[config.mk]
export PLATFORM = sky130hd
export DESIGN_NAME = parallel_in
export DESIGN_NICKNAME = d
export VERILOG_FILES = /design/src/rtl/parallel_in_pkg.sv /design/src/rtl/sync_fifo.sv /design/src/rtl/parallel_in.sv
export SDC_FILE = /design/constraint.sdc
export NUM_CORES = 1
export LEC_CHECK = 0
export CORE_MARGIN = 3
export CORE_UTILIZATION = 57
export DETAILED_ROUTE_END_ITERATION = 16
export PLACE_DENSITY = 0.76
export SLEW_MARGIN = 20
export SYNTH_ARGS = -nofsm -noshare
export SYNTH_HDL_FRONTEND = slang
export SYNTH_SLANG_ARGS = --single-unit
[constraint.sdc]
create_clock -name clk -period 2.8 [get_ports clk]
set_input_delay 0.56 -clock clk [delete_from_list [all_inputs] [get_ports clk]]
set_output_delay 0.56 -clock clk [all_outputs]
set_load 0.05 [all_outputs]
[src/rtl/parallel_in_pkg.sv]
// Shared constants for the memory-mapped parallel input port.
// Address map and status word bit positions.
package parallel_in_pkg;

  localparam logic [4:0] DATA_ADDR   = 5'h1F;
  localparam logic [4:0] STATUS_ADDR = 5'h1E;

  localparam int ST_NOT_EMPTY = 0;
  localparam int ST_FULL      = 1;
  localparam int ST_OVERFLOW  = 2;
  localparam int ST_COUNT_LSB = 3;
  localparam int ST_COUNT_W   = 3;

endpackage

[src/rtl/sync_fifo.sv]
// Single-clock FIFO with occupancy count; a pop on empty is ignored and
// a push on full is accepted only when a pop frees a slot on the same edge.
module sync_fifo #(
  parameter int WIDTH = 8,
  parameter int DEPTH = 4
) (
  input  logic                     clk,
  input  logic                     rst_n,
  input  logic                     push,
  input  logic [WIDTH-1:0]         pushData,
  input  logic                     pop,
  output logic [WIDTH-1:0]         popData,
  output logic [$clog2(DEPTH):0]   count,
  output logic                     full,
  output logic                     empty
);

  localparam int AW = $clog2(DEPTH);

  logic [WIDTH-1:0] mem [DEPTH];
  logic [AW-1:0]    wr_ptr;
  logic [AW-1:0]    rd_ptr;
  logic             do_push;
  logic             do_pop;

  assign empty   = (count == '0);
  assign full    = (count == (AW+1)'(DEPTH));
  assign do_pop  = pop && !empty;
  assign do_push = push && (!full || do_pop);
  assign popData = mem[rd_ptr];

  always_ff @(posedge clk or negedge rst_n) begin
    if (!rst_n) begin
      wr_ptr <= '0;
      rd_ptr <= '0;
      count  <= '0;
    end else begin
      if (do_push) wr_ptr <= wr_ptr + 1'b1;
      if (do_pop)  rd_ptr <= rd_ptr + 1'b1;
      case ({do_push, do_pop})
        2'b10:   count <= count + 1'b1;
        2'b01:   count <= count - 1'b1;
        default: count <= count;
      endcase
    end
  end

  // Storage needs no reset: the pointers and count define what is valid.
  always_ff @(posedge clk) begin
    if (do_push) mem[wr_ptr] <= pushData;
  end

endmodule

[src/rtl/parallel_in.sv]
// Parallel input port: synchronize and debounce the pin bus, queue each new
// stable value, and let the CPU drain the queue through a data/status map.
module parallel_in #(
  parameter int         WIDTH           = 8,
  parameter int         DEPTH           = 4,
  parameter int         DEBOUNCE_CYCLES = 4,
  parameter logic [4:0] DATA_ADDR       = parallel_in_pkg::DATA_ADDR,
  parameter logic [4:0] STATUS_ADDR     = parallel_in_pkg::STATUS_ADDR
) (
  input  logic             clk,
  input  logic             rst_n,
  input  logic [WIDTH-1:0] pinsIn,
  input  logic             re,
  input  logic [4:0]       address,
  output logic [WIDTH-1:0] readData,
  output logic             irq
);

  import parallel_in_pkg::*;

  localparam int CW = $clog2(DEBOUNCE_CYCLES + 1);
  localparam logic [CW-1:0] DB_MAX  = CW'(DEBOUNCE_CYCLES);
  localparam logic [CW-1:0] DB_LAST = CW'(DEBOUNCE_CYCLES - 1);

  logic [WIDTH-1:0]        sync_1;
  logic [WIDTH-1:0]        sync_val;
  logic [WIDTH-1:0]        candidate;
  logic [WIDTH-1:0]        committed;
  logic [CW-1:0]           db_cnt;
  logic                    stable;
  logic                    push;
  logic                    pop;
  logic                    overflow;
  logic                    set_ovf;
  logic                    data_rd;
  logic                    status_rd;
  logic [WIDTH-1:0]        head;
  logic [$clog2(DEPTH):0]  count;
  logic                    full;
  logic                    empty;
  logic [WIDTH-1:0]        status_word;

  // Stable fires only on the edge the counter climbs to its limit, so a
  // held value is offered for commit exactly once.
  assign stable    = (sync_val == candidate) && (db_cnt == DB_LAST);
  assign push      = stable && (candidate != committed);
  assign data_rd   = re && (address == DATA_ADDR);
  assign status_rd = re && (address == STATUS_ADDR);
  assign pop       = data_rd && !empty;
  assign set_ovf   = push && full && !pop;
  assign irq       = !empty;

  always_ff @(posedge clk or negedge rst_n) begin
    if (!rst_n) begin
      sync_1    <= '0;
      sync_val  <= '0;
      candidate <= '0;
      db_cnt    <= '0;
      committed <= '0;
    end else begin
      sync_1   <= pinsIn;
      sync_val <= sync_1;
      if (sync_val != candidate) begin
        candidate <= sync_val;
        db_cnt    <= '0;
      end else if (db_cnt != DB_MAX) begin
        db_cnt <= db_cnt + 1'b1;
      end
      if (push) committed <= candidate;
    end
  end

  sync_fifo #(
    .WIDTH (WIDTH),
    .DEPTH (DEPTH)
  ) u_fifo (
    .clk      (clk),
    .rst_n    (rst_n),
    .push     (push),
    .pushData (candidate),
    .pop      (pop),
    .popData  (head),
    .count    (count),
    .full     (full),
    .empty    (empty)
  );

  always_comb begin
    status_word = '0;
    status_word[ST_COUNT_LSB +: ST_COUNT_W] = ST_COUNT_W'(count);
    status_word[ST_OVERFLOW]  = overflow;
    status_word[ST_FULL]      = full;
    status_word[ST_NOT_EMPTY] = !empty;
  end

  always_ff @(posedge clk or negedge rst_n) begin
    if (!rst_n) begin
      overflow <= 1'b0;
      readData <= '0;
    end else begin
      if (set_ovf)        overflow <= 1'b1;
      else if (status_rd) overflow <= 1'b0;

      if (data_rd)        readData <= empty ? '0 : head;
      else if (status_rd) readData <= status_word;
      else if (re)        readData <= '0;
    end
  end

endmodule

==> metrics.yaml, run 1 <==
cells_and_area:
  finish.net_count: 258
  layout_commonest_cell: "dfrtp_1"
  multi_input_area_um2: 945
  fill_cells: 369
  area_growth_pct: 16.2
  num_antenna_cells: 0
  mostFrequentLayoutCells: "dfrtp_1, edfxtp_1, clkdlybuf4s50_1"
  layout.cells.non_filler: 310
  design_area_um2: 3810
  register_area_um2: 2240
  drive_above_1_share_pct: 21.4
floorplan:
  core_area_um2: 5540
  initial_utilization_pct: 59.3
  die_h_um: 81.9
  io-pin-count: 25
  fp.dieW_um: 81.9
  fp-row-count: 27
  die-area_um2: 6710
sta:
  tightest_slew_ns: 0.573
  slew_headroom_pct: 61.8
  skew_ns: 0.0110
  final_hold_viol_count: 0
  whs_ns: 0.103
  max_clock_freq_mhz: 379
  fin_crit_sh_pct: 94.2
  finalMaxSlewViolations: 0
  finalCriticalPeriod_ns: 2.64
  rsz0062_at_grt: "false"
  setup_viol: 0
cts:
  cts_setup_buffers: 0
  postCtsResizedCells: 0
  clockBufferDepth: 2
  tritoncts: "built"
  holdBufCountCts: 0
  clockRootBuffer: "clkbuf_8"
  clk_latency_ns: 0.35
  clk_pin_slew_ns: 0.08
  clock_sinks: 83
  cts_buffers: 9
  cts_max_level: 3
placement:
  place_congestion: 0.801
  dp_cells: 294
  place_area_um2: 3600
  port_buffers: 24
  dp_hpwl_mm: 3.74
flow_run:
  maxCapViolCount: 0
global_route:
  track_usage_pct: 17.6
  gr-total-overflow: 0
  grt_max_degree: 37
  antenna_found_initial: 0
  first_global_vias: 1733
  grt_pass1_wl_mm: 8.43
worst_setup_path:
  ff2ff_path_depth: 11
  crit_family: "simple AND/OR/NAND/NOR gates"
  timing.rr.start: "candidate[4]$_DFFE_PN0P_"
  startpoint_type: "input pin"
  crit_path_end: "u_fifo.count[2]$_DFFE_PN0P_"
  cp_max_fo: 9
  timing.rr.end: "u_fifo.count[2]$_DFFE_PN0P_"
  path_buf_inv: 3
  path_cells: "clkdlybuf4s50_1 > and4_4 > nand2_4 > o211ai_2 > and4_4 > inv_1 > ha_1 > inv_1 > fa_1 > xor2_1 > nor2_1 > xor2_1"
  reg2reg_slack_ns: 0.21
  slowest_stage: "clkdlybuf4s50_1"
  crit_type: "in -> reg"
  end_kind: "register"
  cp.required_ns: 3.06
  critical-path-max-stage-delay_ns: 0.55
  critPathLaunch: "re"
  cp.arrival_ns: 2.90
  cp.depth: 12
synth:
  ys.warnings.count: 0
  synthMuxAreaShare_pct: 8.99
  yosysSeqAreaShare_pct: 68.1
  synth_area_um2: 3280
  synth_edf_count: 32
  synth_top_family_by_area: "multiplexers"
  yosys.area_share.xor_xnor_pct: 6.13
  ys_ff_latch: 83
  synthAdderAreaFrac_pct: 3.66
  synthSimpleGateAreaFrac_pct: 6.63
  synth.net_count: 229
  synth_cells: 204
  synth-main-ff-cell: "dfrtp_1"
  synth_compound_area_share_pct: 3.35
  syn_avg_cell_area_um2: 16.1
  ys_types: 34
  postSynth.asyncResetShare_pct: 61.4
power_and_ir_drop:
  power_density_nw_per_um2: 678
  switching_share_pct: 23.9
  irDropWorstVdd_mv: 0.409
  leakagePower_nw: 1.56
  p_switching_mw: 0.619
  comb_power_share_pct: 10.1
  internal-power_mw: 1.97
  pwr-share-clk_pct: 35.5
  pwr-share-seq_pct: 54.4
outcome:
  status: "completed"
detailed_routing:
  drc: 0
  vias_per_cell: 5.39
  dr.pass1.iters: 4
  drtAntennaViolNets: 0
  dr.first_iter.drc_count: 78
  vias: 1672
  wl_per_cell_um: 16.5
  wirelength_mm: 5.12
worst_hold_path:
  hp-class: "in -> async"
==> Yosys cell counts (all sizes together), types with 3 or more instances <==
cell type	instances	area, µm²
dfrtp	51	1280
edfxtp	32	961
inv	14	52.6
xnor2	12	105
xor2	11	96.3
clkbuf	9	33.8
mux2	9	105
ha	8	100
mux4	8	180
nand2	7	33.8
o21ai	6	30.0
nor2	5	18.8
a221o	4	40.0
and2	4	30.0
and2b	3	22.5
==> registers in the layout, summed over array words and instances, names as in the netlist <==
register and cells:
candidate 8, committed 8, db_cnt 3, overflow 1, readData 8, sync_1 8, sync_val 8, u_fifo.count 3
u_fifo.mem 32, u_fifo.rd_ptr 2, u_fifo.wr_ptr 2
==> worst min-delay path by stage <==
stage | start | depth (start not counted) | endpoint | slack, ns
after detailed placement | sync_1[4]$_DFF_PN0_ | 0 | sync_val[4]$_DFF_PN0_ | 0.33
after CTS | rst_n | 1 | readData[6]$_DFFE_PN0P_ | 0.11
after floorplan | rst_n | 0 | candidate[0]$_DFFE_PN0P_ | 0.26
after global routing | rst_n | 1 | readData[6]$_DFFE_PN0P_ | 0.11
final | rst_n | 1 | readData[6]$_DFFE_PN0P_ | 0.10
after global placement | sync_1[6]$_DFF_PN0_ | 0 | sync_val[6]$_DFF_PN0_ | 0.33
==> per-layer routing <==
metal  wire length, µm  GRT usage, %  up-vias  share of wire (%)
met5                 0             0        -                  0
met4                78          6.48        0                1.5
met3               300          5.81       10                5.9
met2              2720          30.9       50                 53
met1              2020          19.9      841                 39
li1                  -             -      771                  -
==> stage by stage <==
step	worst slack [ns]	setup TNS, ns	power, mW	util [%]
floorplan	0.426	0	1.60	-
global placement	0.000394	0	1.68	64.9
detailed placement	-0.193	-0.265	1.70	64.9
CTS	0.164	0	2.61	68.9
global route	0.0549	0	2.69	68.9
finish	0.163	0	2.59	68.9
==> power by group through the flow <==
stage,sequential (mW),combinational [mW],clock (mW)
floorplan,1.38,0.223,0
global placement,1.43,0.252,0
detailed placement,1.44,0.263,0
CTS,1.41,0.265,0.937
global route,1.42,0.279,0.987
finish,1.41,0.262,0.918
==> cells by family after synthesis <==
group / count (synthesis)
flip-flops: 83
AO/OA/AOI/OAI: 15
AND/OR/NAND/NOR: 31
adder cells (fa/ha/maj): 9
XOR/XNOR: 23
multiplexers: 18
buffers and inverters: 25
==> area by class of cell <==
| type | instances | area share, % |
|---|---|---|
| multi-input combinational | 96 | 24.8 |
| inverter | 14 | 1.38 |
| clock buffer | 10 | 3.35 |
| clock inverter | 6 | 2.36 |
| timing repair buffer | 29 | 7.15 |
| tap | 72 | 2.36 |
| sequential | 83 | 58.6 |
Note: power is estimated with default switching activity, not from simulation.
==> run 2, diff against run 1 <==
--- a/config.mk
+++ b/config.mk
@@ -7,8 +7,10 @@
 export LEC_CHECK = 0
 export CORE_MARGIN = 3
 export CORE_UTILIZATION = 57
+export CTS_CLUSTER_SIZE = 16
 export DETAILED_ROUTE_END_ITERATION = 16
 export PLACE_DENSITY = 0.76
+export SKIP_LAST_GASP = 1
 export SLEW_MARGIN = 20
 export SYNTH_ARGS = -nofsm -noshare
 export SYNTH_HDL_FRONTEND = slang
==> results of run 2 <==
Same layout as run 1: the final DEF is identical, and so are final timing and power.
